File: src/rtl/decode_stage_hs.sv
`default_nettype none
// ============================================================================
// Module      : decode_stage_hs
// Description : RV32 decode stage. Register file, immediate generation,
//               load-use hazard detection and an ID/EX pipeline register,
//               with valid/ready handshakes toward fetch and execute.
//               Optional macro DECODE_WB_BYPASS_EN: a write-back to the
//               register being read returns wb_data in the same cycle.
// Revision    : 1.0 - initial release
// ============================================================================
module decode_stage_hs #(
    parameter int XLEN     = 32,
    parameter int NREG     = 32,
    parameter int CW_IN_W  = 15,
    parameter int CW_EX_W  = 13,
    parameter int ALUOP_W  = 4,
    parameter int LOAD_BIT = 0
) (
    input  logic               clk,
    input  logic               rst,
    input  logic               in_valid,
    output logic               in_ready,
    input  logic [31:0]        ir_in,
    input  logic [XLEN-1:0]    pc_in,
    input  logic [XLEN-1:0]    npc_in,
    input  logic [CW_IN_W-1:0] cw_in,
    input  logic [ALUOP_W-1:0] aluop_in,
    input  logic               wb_en,
    input  logic [4:0]         wb_addr,
    input  logic [XLEN-1:0]    wb_data,
    input  logic               flush,
    input  logic               ex_ready,
    output logic               ex_valid,
    output logic [XLEN-1:0]    r1,
    output logic [XLEN-1:0]    r2,
    output logic [XLEN-1:0]    imm_out,
    output logic [XLEN-1:0]    pc_out,
    output logic [XLEN-1:0]    npc_out,
    output logic [CW_EX_W-1:0] cw_exe,
    output logic [ALUOP_W-1:0] aluop_exe,
    output logic [4:0]         rd_out,
    output logic [4:0]         rs1_out,
    output logic [4:0]         rs2_out,
    output logic               hazard
);

    localparam int         c_AW   = (NREG > 1) ? $clog2(NREG) : 1;
    localparam logic [5:0] c_NREG = 6'(NREG);

    localparam logic [6:0] c_OP_IMM    = 7'b0010011;
    localparam logic [6:0] c_OP_LOAD   = 7'b0000011;
    localparam logic [6:0] c_OP_JALR   = 7'b1100111;
    localparam logic [6:0] c_OP_STORE  = 7'b0100011;
    localparam logic [6:0] c_OP_BRANCH = 7'b1100011;
    localparam logic [6:0] c_OP_LUI    = 7'b0110111;
    localparam logic [6:0] c_OP_AUIPC  = 7'b0010111;
    localparam logic [6:0] c_OP_JAL    = 7'b1101111;

    // Register file; entry 0 is never written so it reads back as zero
    logic [XLEN-1:0] r_rf [NREG];

    // ID/EX pipeline register
    logic               r_ex_valid;
    logic [XLEN-1:0]    r_r1;
    logic [XLEN-1:0]    r_r2;
    logic [XLEN-1:0]    r_imm;
    logic [XLEN-1:0]    r_pc;
    logic [XLEN-1:0]    r_npc;
    logic [CW_EX_W-1:0] r_cw;
    logic [ALUOP_W-1:0] r_aluop;
    logic [4:0]         r_rd;
    logic [4:0]         r_rs1;
    logic [4:0]         r_rs2;

    // Decoded instruction fields
    logic [6:0]      w_opcode;
    logic [4:0]      w_rs1;
    logic [4:0]      w_rs2;
    logic [4:0]      w_rd;
    logic            w_rd1_en;
    logic            w_rd2_en;
    logic            w_wb_we;
    logic [XLEN-1:0] w_r1;
    logic [XLEN-1:0] w_r2;
    logic [XLEN-1:0] w_imm;
    logic            w_hazard;
    logic            w_stall;

    assign w_opcode = ir_in[6:0];
    assign w_rs1    = ir_in[19:15];
    assign w_rs2    = ir_in[24:20];
    assign w_rd     = ir_in[11:7];
    assign w_rd1_en = cw_in[CW_IN_W-1];
    assign w_rd2_en = cw_in[CW_IN_W-2];

    // Out-of-range indices (RV32E) and x0 are silently ignored
    assign w_wb_we = wb_en && (wb_addr != 5'd0) && ({1'b0, wb_addr} < c_NREG);

    // Register file write port, independent of stall and flush
    always_ff @(posedge clk or negedge rst) begin
        if (!rst) begin
            for (int i = 0; i < NREG; i++) begin
                r_rf[i] <= '0;
            end
        end else if (w_wb_we) begin
            r_rf[wb_addr[c_AW-1:0]] <= wb_data;
        end
    end

    // rs1 read port: zero when disabled, x0 or out of range
    always_comb begin
        w_r1 = '0;
        if (w_rd1_en && (w_rs1 != 5'd0) && ({1'b0, w_rs1} < c_NREG)) begin
            w_r1 = r_rf[w_rs1[c_AW-1:0]];
`ifdef DECODE_WB_BYPASS_EN
            if (wb_en && (wb_addr == w_rs1)) begin
                w_r1 = wb_data;
            end
`endif
        end
    end

    // rs2 read port: zero when disabled, x0 or out of range
    always_comb begin
        w_r2 = '0;
        if (w_rd2_en && (w_rs2 != 5'd0) && ({1'b0, w_rs2} < c_NREG)) begin
            w_r2 = r_rf[w_rs2[c_AW-1:0]];
`ifdef DECODE_WB_BYPASS_EN
            if (wb_en && (wb_addr == w_rs2)) begin
                w_r2 = wb_data;
            end
`endif
        end
    end

    // Sign-extended immediate selected by opcode format
    always_comb begin
        w_imm = '0;
        case (w_opcode)
            c_OP_IMM, c_OP_LOAD, c_OP_JALR:
                w_imm = {{(XLEN-12){ir_in[31]}}, ir_in[31:20]};
            c_OP_STORE:
                w_imm = {{(XLEN-12){ir_in[31]}}, ir_in[31:25], ir_in[11:7]};
            c_OP_BRANCH:
                w_imm = {{(XLEN-12){ir_in[31]}}, ir_in[7], ir_in[30:25], ir_in[11:8], 1'b0};
            c_OP_LUI, c_OP_AUIPC:
                w_imm = {{(XLEN-31){ir_in[31]}}, ir_in[30:12], 12'b0};
            c_OP_JAL:
                w_imm = {{(XLEN-20){ir_in[31]}}, ir_in[19:12], ir_in[20], ir_in[30:21], 1'b0};
            default:
                w_imm = '0;
        endcase
    end

    // Load in EX whose destination feeds a source read by this instruction
    assign w_hazard = in_valid && r_ex_valid && r_cw[LOAD_BIT] && (r_rd != 5'd0) &&
                      ((w_rd1_en && (r_rd == w_rs1)) || (w_rd2_en && (r_rd == w_rs2)));

    assign w_stall  = r_ex_valid && !ex_ready;
    assign in_ready = flush || (!w_hazard && !w_stall);
    assign hazard   = w_hazard;

    // ID/EX update: flush > backpressure hold > bubble > load > idle
    always_ff @(posedge clk or negedge rst) begin
        if (!rst) begin
            r_ex_valid <= 1'b0;
            r_r1       <= '0;
            r_r2       <= '0;
            r_imm      <= '0;
            r_pc       <= '0;
            r_npc      <= '0;
            r_cw       <= '0;
            r_aluop    <= '0;
            r_rd       <= '0;
            r_rs1      <= '0;
            r_rs2      <= '0;
        end else if (flush) begin
            r_ex_valid <= 1'b0;
            r_r1       <= '0;
            r_r2       <= '0;
            r_imm      <= '0;
            r_pc       <= '0;
            r_npc      <= '0;
            r_cw       <= '0;
            r_aluop    <= '0;
            r_rd       <= '0;
            r_rs1      <= '0;
            r_rs2      <= '0;
        end else if (w_stall) begin
            r_ex_valid <= r_ex_valid;
        end else if (w_hazard) begin
            r_ex_valid <= 1'b0;
            r_cw       <= '0;
            r_aluop    <= '0;
        end else if (in_valid) begin
            r_ex_valid <= 1'b1;
            r_r1       <= w_r1;
            r_r2       <= w_r2;
            r_imm      <= w_imm;
            r_pc       <= pc_in;
            r_npc      <= npc_in;
            r_cw       <= cw_in[CW_EX_W-1:0];
            r_aluop    <= aluop_in;
            r_rd       <= w_rd;
            r_rs1      <= w_rs1;
            r_rs2      <= w_rs2;
        end else begin
            r_ex_valid <= 1'b0;
        end
    end

    assign ex_valid  = r_ex_valid;
    assign r1        = r_r1;
    assign r2        = r_r2;
    assign imm_out   = r_imm;
    assign pc_out    = r_pc;
    assign npc_out   = r_npc;
    assign cw_exe    = r_cw;
    assign aluop_exe = r_aluop;
    assign rd_out    = r_rd;
    assign rs1_out   = r_rs1;
    assign rs2_out   = r_rs2;

endmodule
`default_nettype wire

File: config.mk
export PLATFORM = sky130hd
export DESIGN_NAME = decode_stage_hs
export DESIGN_NICKNAME = d
export VERILOG_FILES = /design/src/rtl/decode_stage_hs.sv
export SDC_FILE = /design/constraint.sdc
export NUM_CORES = 2
export LEC_CHECK = 0
export ABC_AREA = 0
export BUFFER_PORTS_ARGS = -buffer_cell sky130_fd_sc_hd__buf_2
export CORE_AREA = 2 2 396 398
export DETAILED_ROUTE_END_ITERATION = 7
export DIE_AREA = 0 0 398 400
export GPL_TIMING_DRIVEN = 0
export MAX_ROUTING_LAYER = met4
export PLACE_DENSITY = 0.57
export RECOVER_POWER = 50
export SLEW_MARGIN = 10
export SYNTH_ARGS = -nofsm -noshare
export SYNTH_HDL_FRONTEND = slang
export SYNTH_SLANG_ARGS = --single-unit
File: constraint.sdc
create_clock -name clk -period 3.65 [get_ports clk]
set_input_delay 0.5475 -clock clk [delete_from_list [all_inputs] [get_ports clk]]
set_output_delay 0.5475 -clock clk [all_outputs]
set_load 0.005 [all_outputs]
# Word-level counts from Yosys, hierarchy flattened
# Cells that the tools add are included.
[op_classes] reduce_logical=27 mux=56 eq_ne=12 order_cmp=4 bitwise=3
[op_table] cell="1024-bit bitwise mux" count=1
[op_table] cell="32-bit two-way mux" count=27
[op_table] cell="32-bit binary-select mux with 5-bit select" count=2
[op_table] cell="32-bit demux with 5-bit select" count=1
[op_table] cell="32-bit case mux with 5 select lines" count=1
[op_table] cell="5-bit two-way mux" count=12
[op_table] cell="13-bit two-way mux" count=4
[op_table] cell="7-bit equality test (second input constant)" count=3
[op_table] cell="5-bit nonzero test" count=4
[op_table] cell="6-bit >= comparator (second input constant)" count=3
[op_table] cell="5-bit inverter with 6-bit output" count=3
[op_table] cell="4-bit two-way mux" count=4
[op_table] cell="7-bit by 5-bit equality test with 1-bit output (second input constant)" count=2
[op_table] cell="7-bit by 6-bit equality test with 1-bit output (second input constant)" count=2
[op_table] cell="1-bit logical AND" count=12
[op_table] cell="5-bit equality test" count=2
[op_table] cell="7-bit by 2-bit equality test with 1-bit output (second input constant)" count=1
[op_table] cell="6-bit by 1-bit less-than comparator with 1-bit output (second input constant)" count=1
[op_table] cell="1-bit two-way mux" count=4
[op_table] cell="2-bit inequality test (second input constant)" count=2
[op_table] cell="1-bit zero test" count=3
[op_table] cell="3-bit AND reduction" count=1
[op_table] cell="3-bit nonzero test" count=1
[op_table] cell="3-bit OR reduction" count=1
[op_table] cell="4 further kinds" count=5
[word_totals] out_inout_bits=195 word_cells=145 regBits=1217

# Logic depth before layout (Yosys ltp)
[depth] word_depth=9 ltp_mapped=10 depth_no_buf=6

# Worst setup path before layout
# OpenSTA, ideal clock, no wires.
[synth_path] path_kind="input port to flip-flop" start="input ir_in[20]" end="register r_r2[29], in the netlist r2[29]" arrival_ns=2.398 stages=8 required_ns=3.528 setup_ns=0.122 setup_slack_ns=1.130 n_path_buf=4 path_cell_list="buf_2 buf_6 buf_2 buf_2 mux4_2 mux2i_1 a22oi_1 a32o_1"
[synth_between] elab_chain_cells=9
[synth_lines] item="start: declaration" line="23" source="input logic [31:0] ir_in,"
[synth_lines] item="5-bit inverter with 6-bit output (implied by the code)" line="127" source="w_r2 = r_rf[w_rs2[c_AW-1:0]];"
[synth_lines] item="32-bit binary-select mux with 5-bit select" line="127"
[synth_lines] item="32-bit two-way mux (implied by the code) (2 in a row)" line="127"
[synth_lines] item="32-bit two-way mux" line="126" source="if (w_rd2_en && (w_rs2 != 5'd0) && ({1'b0, w_rs2} < c_NREG)) begin"
[synth_lines] item="32-bit two-way mux" line="195" source="end else if (in_valid) begin"
[synth_lines] item="32-bit two-way mux" line="191" source="end else if (w_hazard) begin"
[synth_lines] item="32-bit two-way mux" line="189" source="end else if (w_stall) begin"
[synth_lines] item="32-bit two-way mux" line="177" source="end else if (flush) begin"
[synth_lines] item="end signal: assignment" line="198" source="r_r2 <= w_r2;"
[synth_lines] item="end: declaration" line="65" source="logic [XLEN-1:0] r_r2;"
# Parallel ways exist; a longest one is shown, timed or not. The select of a mux whose other input is x is not followed.
# A chain may end at the register's enable or synchronous reset.

# Worst setup path after layout
[layout_path] start="input ir_in[21]" end="register r_r2[3], in the netlist r2[3]"
# The elaborated chain is that of the path after synthesis.

==> results.txt <==
Most numerous cell on the critical path: sky130_fd_sc_hd__clkbuf_1. Once the floorplan was initialized, standard cells occupied 39.7% of the core. In this run the tightest slew margin relative to its limit is -38.8%. In the routed design, unresolved DRC markers number 0. The HPWL after detailed placement is 163000 um. VDD sags by at most 0.524 mV. At the end of routability-driven placement, the weighted congestion stood at 0.929.

The maximum level of the CTS H-tree was 4; the number of port buffers was 343. The simple logic cell fraction of the synthesized area came out at 1.84%. The analysis attributes to net switching a power of 11.1 mW. Sequential cells burn 44.8% of the power. On the worst path, the slowest cell contributes a delay of 1.00 ns. The run gives 138 as the number of buffers added by the clock tree synthesis step. The clock passes through at most 3 buffers. Averaged over all synthesized cells, the footprint is 14.5 um^2. The run finished, with violations left. The core region is 0.155 mm^2.

The net count of the finished layout is 4981. Setup clock skew after layout: 0.0271 ns. The die covers 0.159 mm^2. Worst path required time: 4.32 ns. The average via count per standard cell was 6.07. The final number of hold-violating endpoints is 0.

The power density over the cells was 546 mW/mm^2; the net switching share of the total power was 28.5%. Clock-pin slew was measured on the worst setup and hold paths at 0.05 ns. The layout overhead on the synthesized area is 15.8%.

TritonCTS built the clock tree. The fraction of synthesized area in multiplexers is 38.8%, and the initial DRC count is 4317. The adder-cell area share of the yosys netlist was 0%; the die span in x was 398 um. The routed layout has 42500 vias.

At the worst endpoint, the arrival time is 4.42 ns. Clock sink count: 1217. The run gives 250 as the number of slew-limit violations in the final report. In this run the worst hold path is classified as in -> reg. For the number of antenna violations at the first check in global routing, the log shows 13. Summed over all layers, the global routing overflow is 0. STA classifies the critical path endpoint as a flip-flop. The wire length per cell was 31.1 um. The share of total power dissipated in the clock network is 35.6%. The max-cap check violation count was 1.

The kind of start point of the critical path was an input port. The synthesized design contains 0 enable-type register cells. The floorplan has 145 rows. The chip height is 400 um, and the final antenna-violating net count is 0.

The routed design has 218000 um of wire. The post-place setup slack is -1.01 ns, and the compound-gate portion of the synthesized area is 6.58%. The clock insertion delay at the later pin of the skew report was 0.80 ns; the internal power was 27.9 mW.

The buffer count from post-CTS setup fixing is 0, and the final setup violation count is 5. The tools report the count of TritonRoute iterations in the first routing pass as 5. Fill cells in the final layout number 14000. The run gives 31.6 nW as the leakage power.

The tools report the I/O pin count as 353. The final period demand of the worst path works out to 3.75 ns. The checks that failed: capacitance limit, slew limit, setup timing. The share of async-settable or async-resettable flops after synthesis works out to 100%.

Number of distinct library cells after synthesis: 53. The cell sitting at the root of the clock tree is a sky130_fd_sc_hd__clkbuf_16. The main combinational cell family by area after synthesis was multiplexers.

At the pin with the least slew margin, the transition time is 2.08 ns. Across all hold checks on the routed design, the worst slack comes to 0.0511 ns. The critical path's slowest cell was sky130_fd_sc_hd__clkbuf_1. Dividing the final minimum period by the clock period gives 103%.

Setup repair after global routing left no endpoint under its margin. In this run the biggest area consumer among cell types represents 49.4% of the synthesized area. Counting every instance in the synthesized netlist gives 4242. The fraction of synthesized cell area in xor and xnor cells is 0.142%. The run gives 49.4% as the share of the yosys chip area belonging to registers. In this run, synthesis produced a sequential element count of 1217. Yosys attributes the largest share of cell area to sky130_fd_sc_hd__dfrtp_1 49%, sky130_fd_sc_hd__mux2_2 18%, sky130_fd_sc_hd__mux4_2 14%.

The first global-routing pass estimated 313000 um of wire. Across every metal layer, demand over resource in global routing totals 28.2%. The highest fanout seen on the critical path came out at 10. The run gives 0.0616 mm^2 as the cell area after synthesis. The critical path goes through clkbuf_1, clkbuf_1, clkbuf_1, mux4_2, mux2i_1, a22oi_1, a32o_1.

In the final layout, the share of cells above drive strength 1 is 39.6%. The tools report the largest net degree at the start of global routing as 149. Among all flip-flop cells after synthesis, the most frequent one is sky130_fd_sc_hd__dfrtp_1. The run gives 19.6% as the share of power burned in combinational logic. sky130_fd_sc_hd__dfrtp_1 takes more of the synthesized area than any other cell. The critical path is of the in -> reg type.

Via count of the first global-routing pass: 42200. For this run, the number of Yosys warnings is 0. The number of nets in the synthesized netlist is 4400. The slack of the critical path was -0.0962 ns. Based on the critical path, the design can be clocked at up to 0.267 GHz.
[cell usage after synthesis (58+ instances only)]
| library cell | count |
|---|---|
| sky130_fd_sc_hd__a22o_1 | 100 |
| sky130_fd_sc_hd__nand2_1 | 123 |
| sky130_fd_sc_hd__buf_2 | 77 |
| sky130_fd_sc_hd__dfrtp_1 | 1217 |
| sky130_fd_sc_hd__o21ai_0 | 88 |
| sky130_fd_sc_hd__buf_1 | 58 |
| sky130_fd_sc_hd__mux4_2 | 392 |
| sky130_fd_sc_hd__a221oi_1 | 112 |
| sky130_fd_sc_hd__clkbuf_1 | 298 |
| sky130_fd_sc_hd__nor2_1 | 59 |
| sky130_fd_sc_hd__mux2i_1 | 350 |
| sky130_fd_sc_hd__a22oi_1 | 146 |
| sky130_fd_sc_hd__mux2_2 | 999 |
[cell type report]
cell class	count	area, um^2	area share, %
Antenna cell	23	57.6	0.0806
Buffer	465	1990	2.79
Clock buffer	201	4060	5.68
Clock inverter	38	369	0.517
Inverter	7	26.3	0.0368
Multi-Input combinational cell	2553	29200	40.9
Sequential cell	1217	30500	42.7
Tap cell	2058	2570	3.61
Timing Repair Buffer	441	2680	3.75
[critical path, delay by kind of cell]
kind / cells / cell delay, ns
AOI/OAI and AO/OA: 2 / 0.46
buffers and inverters: 3 / 2.51
muxes: 2 / 0.87
[registers in the layout, indices dropped and copies added, names as in the netlist, 4 cells and up]
| signal | flops |
|---|---|
| rs1_out | 5 |
| cw_exe | 13 |
| npc_out | 32 |
| imm_out | 32 |
| pc_out | 32 |
| r2 | 32 |
| rd_out | 5 |
| r1 | 32 |
| rs2_out | 5 |
| r_rf | 1024 |
| aluop_exe | 4 |
[per-layer routing]
layer | GRT usage (%) | share of wire, %
met3 | 7.08 | 8.7
met2 | 40.7 | 45
met4 | 8.66 | 3.2
met1 | 39.1 | 44
met5 | - | 0
[placed cells by master (no fill, tap or decap), types with 28 or more instances in the layout]
cell and n:
sky130_fd_sc_hd__dlygate4sd3_1 88, sky130_fd_sc_hd__clkbuf_8 28, sky130_fd_sc_hd__dfrtp_1 1217, sky130_fd_sc_hd__clkbuf_1 489, sky130_fd_sc_hd__mux2_2 999, sky130_fd_sc_hd__mux2i_1 350
sky130_fd_sc_hd__nand2_1 123, sky130_fd_sc_hd__buf_2 294, sky130_fd_sc_hd__o21ai_0 88, sky130_fd_sc_hd__clkbuf_16 142, sky130_fd_sc_hd__mux4_2 392, sky130_fd_sc_hd__nor2_1 59
sky130_fd_sc_hd__a221oi_1 112, sky130_fd_sc_hd__a21oi_1 30, sky130_fd_sc_hd__a22o_1 100, sky130_fd_sc_hd__a22oi_1 146, sky130_fd_sc_hd__a32o_1 30, sky130_fd_sc_hd__nand3_1 34
[power by group through the flow]
stage	registers, mW	clock network [mW]	logic (mW)
after global routing	17.7	14.6	8.12
final	17.5	13.9	7.66
after CTS	17.4	14.1	7.59
after detailed placement	17.6	0	7.49
after global placement	17.5	0	7.30
after floorplan	17.0	0	5.19
[final timing paths]
path	from	slack [ns]	cells after the start	end
max	ir_in[21]	-0.1	7	r2[3]
min	ir_in[25]	0.05	3	imm_out[5]
max reg2reg	rd_out[0]	0.48	8	r1[23]
min reg2reg	r_rf[1016]	0.48	1	r_rf[1016]
max in group asynchronous	rst	0.46	6	r_rf[4]
min in group asynchronous	rst	0.36	2	pc_out[31]
[what timing repair did]
item,CTS,global route
gates resized for setup,2,1
pin swaps,0,0
gates cloned,0,0
hold buffers,88,0
endpoints found under the hold margin,216,0
setup endpoints to repair,4,1
[cell families after synthesis]
logic type / count (synthesis)
xor+xnor: 10
compound gates: 533
buf+inv: 472
simple gates: 257
flops: 1217
mux: 1753
[metrics by stage]
step / area (um^2) / setup TNS, ns / instances / power [mW] / utilization, %
2_1_floorplan: 61600 / 0 / 4242 / 22.2 / -
3_3_place_gp: 65900 / - / 6643 / 24.8 / 42.5
3_5_place_dp: 66200 / -39.00 / 6653 / 25.1 / 42.7
4_1_cts: 71500 / 0 / 6980 / 39.1 / 46.1
5_1_grt: 71300 / 0 / 6988 / 40.5 / 46.0
6_report: 71400 / -0.254 / 7003 / 39.0 / 46.0
No activity file was read; power rests on OpenSTA's default activity.
